$ cat src/rtl/dmem_access_ctrl_if.sv
// Request/response and data-memory bus bundle
// for the data-memory access controller.
interface dmem_access_ctrl_if;
   logic        req;
   logic        we;
   logic [2:0]  funct3;
   logic [63:0] addr;
   logic [63:0] wdata;
   logic [63:0] rdata;
   logic        done;
   logic        err;
   logic        busy;
   logic [63:0] mem_raddress;
   logic [63:0] mem_waddress;
   logic [63:0] mem_datain;
   logic        mem_wr;
   logic [63:0] mem_dataout;

   modport slave (
      input  req, we, funct3, addr, wdata,
      input  mem_dataout,
      output rdata, done, err, busy,
      output mem_raddress, mem_waddress,
      output mem_datain, mem_wr
   );

   modport master (
      output req, we, funct3, addr, wdata,
      output mem_dataout,
      input  rdata, done, err, busy,
      input  mem_raddress, mem_waddress,
      input  mem_datain, mem_wr
   );
endinterface

$ cat src/rtl/dmem_access_ctrl.sv
// Data-memory responder: aligned loads with extension,
// read-modify-write sub-doubleword stores.
module dmem_access_ctrl #(
   parameter int MEM_RD_LAT = 1
) (
   input logic Clk,
   input logic Reset,
   dmem_access_ctrl_if.slave bus
);

   typedef enum logic [1:0] {
      IDLE, RD_WAIT, WRITE, RESP
   } state_t;

   state_t state, state_nx;

   logic        we_q;
   logic [2:0]  f3_q;
   logic [63:0] addr_q;
   logic [63:0] wdata_q;
   logic        err_q;
   logic [2:0]  cnt;
   logic [63:0] rdata_q;
   logic [63:0] raddr_q;
   logic [63:0] waddr_q;
   logic [63:0] wdat_q;

   logic        mis;
   logic        bad_f3;
   logic        illegal;
   logic        is_sd;
   logic        last;
   logic [5:0]  sh;
   logic [63:0] lane;
   logic [63:0] load_val;
   logic [63:0] size_m;
   logic [63:0] byte_m;
   logic [63:0] merged;

   always_comb begin
      mis = 1'b0;
      unique case (bus.funct3[1:0])
         2'd0: mis = 1'b0;
         2'd1: mis = bus.addr[0];
         2'd2: mis = |bus.addr[1:0];
         2'd3: mis = |bus.addr[2:0];
      endcase
      bad_f3 = bus.we ? bus.funct3[2]
                      : (bus.funct3 == 3'd7);
      illegal = mis | bad_f3;
      is_sd = bus.we & (bus.funct3 == 3'd3);
   end

   assign last = (cnt == 3'(MEM_RD_LAT - 1));
   assign sh   = {addr_q[2:0], 3'b000};
   assign lane = bus.mem_dataout >> sh;

   always_comb begin
      load_val = lane;
      unique case (f3_q)
         3'd0: load_val = {{56{lane[7]}}, lane[7:0]};
         3'd1: load_val = {{48{lane[15]}}, lane[15:0]};
         3'd2: load_val = {{32{lane[31]}}, lane[31:0]};
         3'd4: load_val = {56'd0, lane[7:0]};
         3'd5: load_val = {48'd0, lane[15:0]};
         3'd6: load_val = {32'd0, lane[31:0]};
         default: load_val = lane;
      endcase
   end

   // Lanes outside the store size keep the old memory bytes.
   always_comb begin
      size_m = '1;
      unique case (f3_q[1:0])
         2'd0: size_m = 64'h0000_0000_0000_00ff;
         2'd1: size_m = 64'h0000_0000_0000_ffff;
         2'd2: size_m = 64'h0000_0000_ffff_ffff;
         2'd3: size_m = '1;
      endcase
      byte_m = size_m << sh;
      merged = (bus.mem_dataout & ~byte_m)
             | ((wdata_q << sh) & byte_m);
   end

   always_comb begin
      state_nx = state;
      unique case (state)
         IDLE: begin
            if (bus.req) begin
               if (illegal)    state_nx = RESP;
               else if (is_sd) state_nx = WRITE;
               else            state_nx = RD_WAIT;
            end
         end
         RD_WAIT: begin
            if (last)
               state_nx = we_q ? WRITE : RESP;
         end
         WRITE:   state_nx = RESP;
         RESP:    state_nx = IDLE;
      endcase
   end

   always_ff @(posedge Clk) begin
      if (Reset) state <= IDLE;
      else       state <= state_nx;
   end

   always_ff @(posedge Clk) begin
      if (Reset) begin
         we_q    <= 1'b0;
         f3_q    <= '0;
         addr_q  <= '0;
         wdata_q <= '0;
         err_q   <= 1'b0;
         cnt     <= '0;
         rdata_q <= '0;
         raddr_q <= '0;
         waddr_q <= '0;
         wdat_q  <= '0;
      end else begin
         if (state == IDLE && bus.req) begin
            we_q    <= bus.we;
            f3_q    <= bus.funct3;
            addr_q  <= bus.addr;
            wdata_q <= bus.wdata;
            err_q   <= illegal;
            cnt     <= '0;
            if (!illegal) begin
               if (is_sd) begin
                  waddr_q <= {bus.addr[63:3], 3'b000};
                  wdat_q  <= bus.wdata;
               end else begin
                  raddr_q <= {bus.addr[63:3], 3'b000};
               end
            end
         end
         if (state == RD_WAIT) begin
            cnt <= cnt + 3'd1;
            if (last) begin
               if (we_q) begin
                  waddr_q <= {addr_q[63:3], 3'b000};
                  wdat_q  <= merged;
               end else begin
                  rdata_q <= load_val;
               end
            end
         end
      end
   end

   assign bus.done         = (state == RESP);
   assign bus.err          = (state == RESP) & err_q;
   assign bus.busy         = (state != IDLE);
   assign bus.mem_wr       = (state == WRITE);
   assign bus.rdata        = rdata_q;
   assign bus.mem_raddress = raddr_q;
   assign bus.mem_waddress = waddr_q;
   assign bus.mem_datain   = wdat_q;

endmodule

$ cat src/flat_wrapper.sv
// flat-port wrapper written by rule: the top's interface ports become plain ports
module dmem_access_ctrl_flat 
#(
   parameter int MEM_RD_LAT = 1
)
  (Clk, Reset, bus_req, bus_we, bus_funct3, bus_addr, bus_wdata, bus_mem_dataout, bus_rdata, bus_done, bus_err, bus_busy, bus_mem_raddress, bus_mem_waddress, bus_mem_datain, bus_mem_wr);
  dmem_access_ctrl_if bus_i ();
  input logic Clk;
  input logic Reset;
  input wire logic [$bits(bus_i.req)-1:0] bus_req;
  input wire logic [$bits(bus_i.we)-1:0] bus_we;
  input wire logic [$bits(bus_i.funct3)-1:0] bus_funct3;
  input wire logic [$bits(bus_i.addr)-1:0] bus_addr;
  input wire logic [$bits(bus_i.wdata)-1:0] bus_wdata;
  input wire logic [$bits(bus_i.mem_dataout)-1:0] bus_mem_dataout;
  output wire logic [$bits(bus_i.rdata)-1:0] bus_rdata;
  output wire logic [$bits(bus_i.done)-1:0] bus_done;
  output wire logic [$bits(bus_i.err)-1:0] bus_err;
  output wire logic [$bits(bus_i.busy)-1:0] bus_busy;
  output wire logic [$bits(bus_i.mem_raddress)-1:0] bus_mem_raddress;
  output wire logic [$bits(bus_i.mem_waddress)-1:0] bus_mem_waddress;
  output wire logic [$bits(bus_i.mem_datain)-1:0] bus_mem_datain;
  output wire logic [$bits(bus_i.mem_wr)-1:0] bus_mem_wr;
  assign bus_i.req = bus_req;
  assign bus_i.we = bus_we;
  assign bus_i.funct3 = bus_funct3;
  assign bus_i.addr = bus_addr;
  assign bus_i.wdata = bus_wdata;
  assign bus_i.mem_dataout = bus_mem_dataout;
  assign bus_rdata = bus_i.rdata;
  assign bus_done = bus_i.done;
  assign bus_err = bus_i.err;
  assign bus_busy = bus_i.busy;
  assign bus_mem_raddress = bus_i.mem_raddress;
  assign bus_mem_waddress = bus_i.mem_waddress;
  assign bus_mem_datain = bus_i.mem_datain;
  assign bus_mem_wr = bus_i.mem_wr;
  dmem_access_ctrl #(.MEM_RD_LAT(MEM_RD_LAT)) u_core (.Clk(Clk), .Reset(Reset), .bus(bus_i));
endmodule
$ cat config.mk
export PLATFORM = sky130hd
export DESIGN_NAME = dmem_access_ctrl_flat
export DESIGN_NICKNAME = d
export VERILOG_FILES = /design/src/rtl/dmem_access_ctrl_if.sv /design/src/rtl/dmem_access_ctrl.sv /design/src/flat_wrapper.sv
export SDC_FILE = /design/constraint.sdc
export NUM_CORES = 1
export LEC_CHECK = 0
export ABC_AREA = 0
export BUFFER_PORTS_ARGS = -buffer_cell sky130_fd_sc_hd__clkbuf_2
export CAP_MARGIN = 10
export CORE_ASPECT_RATIO = 0.5
export CORE_MARGIN = 1.5
export CORE_UTILIZATION = 35
export CTS_CLUSTER_DIAMETER = 100
export DETAILED_ROUTE_END_ITERATION = 7
export GPL_TIMING_DRIVEN = 0
export SLEW_MARGIN = 20
export SYNTH_ARGS = -nofsm -noshare
export SYNTH_HDL_FRONTEND = slang
export SYNTH_SLANG_ARGS = --single-unit
$ cat constraint.sdc
create_clock -name Clk -period 2 [get_ports Clk]
set_clock_uncertainty 0.15 [all_clocks]
set_input_delay 0.2 -clock Clk [delete_from_list [all_inputs] [get_ports Clk]]
set_output_delay 0.2 -clock Clk [all_outputs]
set_load 0.005 [all_outputs]
==> impl_metrics.sql <==
INSERT INTO impl_metrics (metric_group, metric, value, unit) VALUES
('status', 'outcome', 'complete, but fails checks', ''),
('status', 'violations', 'setup timing', ''),
('timing', 'worstMarginPinSlew', '1.12', 'ns'),
('clock_tree', 'clkTransAtPathRegs', '0.06', 'ns'),
('synth', 'avgSynthCellArea', '8.10', 'sq um'),
('power', 'power.static_leakage', '11.9', 'nW'),
('clock_tree', 'number_of_buffers_inserted_during_clock_tree_synthesis', '38', ''),
('hold_path', 'min-delay-path-class', 'in2reg', ''),
('timing', 'fmax', '421', 'MHz'),
('route', 'firstDrtPassIters', '5', ''),
('placed_design', 'detailedPlacementHpwl', '67.7', 'mm'),
('layout', 'fin_nets', '3353', ''),
('worst_setup_path', 'timing.setup.critical_path_class', 'reg2reg', ''),
('synth', 'synth-seq-area-share', '0.411', ''),
('floorplanning', 'core_area', '0.0538', 'sq mm'),
('global_routing', 'number_of_antenna_violations_at_the_first_check_in_global_routing', '6', ''),
('worst_setup_path', 'critical_path.startpoint_type', 'flop', ''),
('timing', 'finalCritPeriodShare', '1.19', ''),
('worst_setup_path', 'arrival', '2.63', 'ns'),
('timing', 'period_needed', '2.38', 'ns'),
('job', 'max_cap_violations', '0', ''),
('worst_setup_path', 'critical_path.endpoint_type', 'flop', ''),
('synth', 'synth.yosys.warnings', '0', ''),
('placed_design', 'place_congestion', '1.01', ''),
('layout', 'final_core_utilization', '0.567', ''),
('floorplanning', 'die_area', '0.0560', 'sq mm'),
('clock_tree', 'clock_sink_count', '391', ''),
('worst_setup_path', 'critical_path.max_fanout', '8', ''),
('clock_tree', 'cts_h_tree_depth', '2', ''),
('placed_design', 'numPortBuffers', '454', ''),
('route', 'route.vias.total', '22500', ''),
('global_routing', 'grt_max_degree', '24', ''),
('floorplanning', 'row_count', '60', ''),
('global_routing', 'grt_pass1_wl', '134', 'mm'),
('route', 'totalWireLength', '98.6', 'mm'),
('layout', 'fillCellCount', '4612', ''),
('hold_path', 'worstHoldEndpoint', 'u_core.bus.mem_datain[5]', ''),
('timing', 'hold-worst-slack', '0.00325', 'ns'),
('worst_setup_path', 'master_of_the_slowest_instance_on_the_critical_path', 'nor4bb_4', ''),
('worst_setup_path', 'cpLargestDelayFamily', 'simple AND/OR/NAND/NOR gates', ''),
('timing', 'setup_repair_after_global_routing_missed_its_margin', 'yes', ''),
('hold_path', 'hold_start', 'bus_mem_dataout[5]', ''),
('synth', 'post_synthesis_instance_area', '0.0191', 'sq mm'),
('route', 'drt_iter0_markers', '2371', ''),
('worst_setup_path', 'worst_path_largest_cell_delay', '0.50', 'ns'),
('floorplanning', 'fp.dieH', '168', 'um'),
('global_routing', 'number_of_global_route_vias_before_repair', '20800', ''),
('floorplanning', 'die_width', '333', 'um'),
('power', 'max-vdd-ir-drop', '0.665', 'mV'),
('layout', 'most-common-layout-cells', '593 x nand2_1, 482 x clkbuf_2, 384 x dfxtp_1', ''),
('worst_setup_path', 'cp.buffers_inverters', '4', ''),
('synth', 'synth.ff_latch_count', '391', ''),
('layout', 'drive_above_1_share', '0.412', ''),
('timing', 'hold_viol', '0', ''),
('synth', 'synthesis.instances', '2352', ''),
('route', 'drt-vias-per-instance', '5.80', ''),
('layout', 'mostFrequentLayoutCell', 'nand2_1', ''),
('synth', 'synth.distinct_cells', '61', ''),
('clock_tree', 'cts_max_path_buffers', '3', ''),
('timing', 'setup_viol_count_final', '187', ''),
('worst_setup_path', 'setup.reg_to_reg.worst_slack', '-0.38', 'ns'),
('floorplanning', 'design.portCount', '459', ''),
('floorplanning', 'start_util', '0.355', ''),
('timing', 'layout_setup_ws', '-0.377', 'ns'),
('synth', 'synth_enable_flop_cells', '0', ''),
('layout', 'areaGrowthSynthToFinish', '59.8', '%'),
('global_routing', 'grtUsageTotal', '0.317', ''),
('global_routing', 'overflow', '0', ''),
('worst_setup_path', 'timing.critical_path.required', '2.26', 'ns'),
('worst_setup_path', 'timing.rr.start', 'u_core.cnt[1]', ''),
('hold_path', 'whs_path_depth', '4', '');
-- worst register-to-register path, stage by stage (launching register included) --
cell and delay, ns:
dfxtp_2 0.32, inv_2 0.07, ha_4 0.13, nor4bb_4 0.50, clkbuf_8 0.23, o31a_1 0.14
o21ai_2 0.07, nor3_4 0.22, buf_12 0.19, buf_8 0.13, a211oi_1 0.07
-- cells in the mapped netlist (all sizes together) (8+ instances only) --
cell	n	area, sq um
o221ai	9	78.8
nor2	178	673
a21oi	248	1240
mux2i	101	1010
mux4	23	518
a22oi	9	67.6
inv	13	48.8
or2	12	75.1
o211ai	27	203
mux2	58	653
buf	85	539
a211oi	97	751
a221oi	25	225
clkbuf	135	508
dfxtp	391	7830
nand3	12	60.1
and3	15	93.8
and2	8	50.1
nand2	642	2410
nor3	31	183
o21ai	50	250
a311oi	93	815
a31o	8	70.1
nor2b	18	113
-- layout make-up --
class / instances / area, sq um / share of cell area
antenna: 4 / 10.0 / 0.000329
timing repair buffer: 769 / 5830 / 0.191
buffer: 202 / 2010 / 0.0660
clock inverter: 12 / 140 / 0.00460
tap: 713 / 892 / 0.0293
sequential: 391 / 7840 / 0.258
inverter: 13 / 63.8 / 0.00210
multi-input combinational: 1732 / 12600 / 0.413
clock buffer: 52 / 1080 / 0.0356
-- power by group --
| group | switching [W] | total, W | leakage (nW) | internal [W] |
|---|---|---|---|---|
| Sequential | 0.00117 | 0.0103 | 3.19 | 0.00912 |
| Clock | 0.00336 | 0.00743 | 0.609 | 0.00407 |
| Combinational | 0.00741 | 0.0136 | 8.10 | 0.00617 |
| Total | 0.0119 | 0.0313 | 11.9 | 0.0194 |
-- kinds of logic (layout without fill, tap and decap cells) --
family	count (synthesis)	in the layout	synth area share
DFF	391	391	0.411
muxes	182	182	0.115
adders and majority gates	7	7	0.00459
AOI/OAI and AO/OA	608	608	0.214
and+or+nand+nor	930	932	0.199
other	1	7	0.000197
buffers and inverters	233	1048	0.0575
-- stage by stage --
step                      setup TNS (ns)  total power (W)  setup WS, ns  instance area, sq um  cells
after global placement           -263.25           0.0190         -1.01                 22300   3521
after floorplan                    -1.95           0.0155       -0.0323                 19100   2354
after CTS                         -26.75           0.0292        -0.272                 27900   3824
final                             -28.73           0.0313        -0.377                 30500   3888
after detailed placement         -276.87           0.0191         -1.03                 22300   3521
after global routing              -33.98           0.0325        -0.390                 30400   3886
-- routing by layer --
layer  up-vias  wire, um  track usage
met5         -        29            0
met4         2      6970        0.189
met3       420      9520       0.0728
met2      1388     45600        0.518
met1     10800     36500        0.384
li1       9922         -            -
-- flip-flops by register name (all words and copies together) (netlist names), 2 cells and up --
| register | count |
|---|---|
| u_core.addr_q | 64 |
| u_core.bus.mem_datain | 64 |
| u_core.bus.mem_waddress | 64 |
| u_core.bus.rdata | 64 |
| u_core.wdata_q | 64 |
| u_core.bus.mem_raddress | 61 |
| u_core.cnt | 3 |
| u_core.f3_q | 3 |
| u_core.state | 2 |
-- worst max-delay path by stage --
stage,start,end,cells past startpoint
2_1_floorplan,u_core.state[1],u_core.bus.mem_waddress[10],8
3_3_place_gp,u_core.state[1],u_core.bus.rdata[6],8
3_5_place_dp,u_core.cnt[0],u_core.bus.rdata[6],8
4_1_cts,u_core.state[1],u_core.bus.rdata[32],11
5_1_grt,u_core.cnt[0],u_core.bus.rdata[55],10
6_report,u_core.cnt[1],u_core.bus.rdata[55],10
-- repair_timing --
item / CTS / global route
endpoints found under the setup margin: 389 / 366
buffers inserted: 75 / 58
hold buffers: 154 / 2
pin swaps: 106 / 176
cloned: 21 / 16
endpoints found under the hold margin: 327 / 2
resized for setup: 517 / 481
Note: power is estimated with default switching activity, not from simulation.
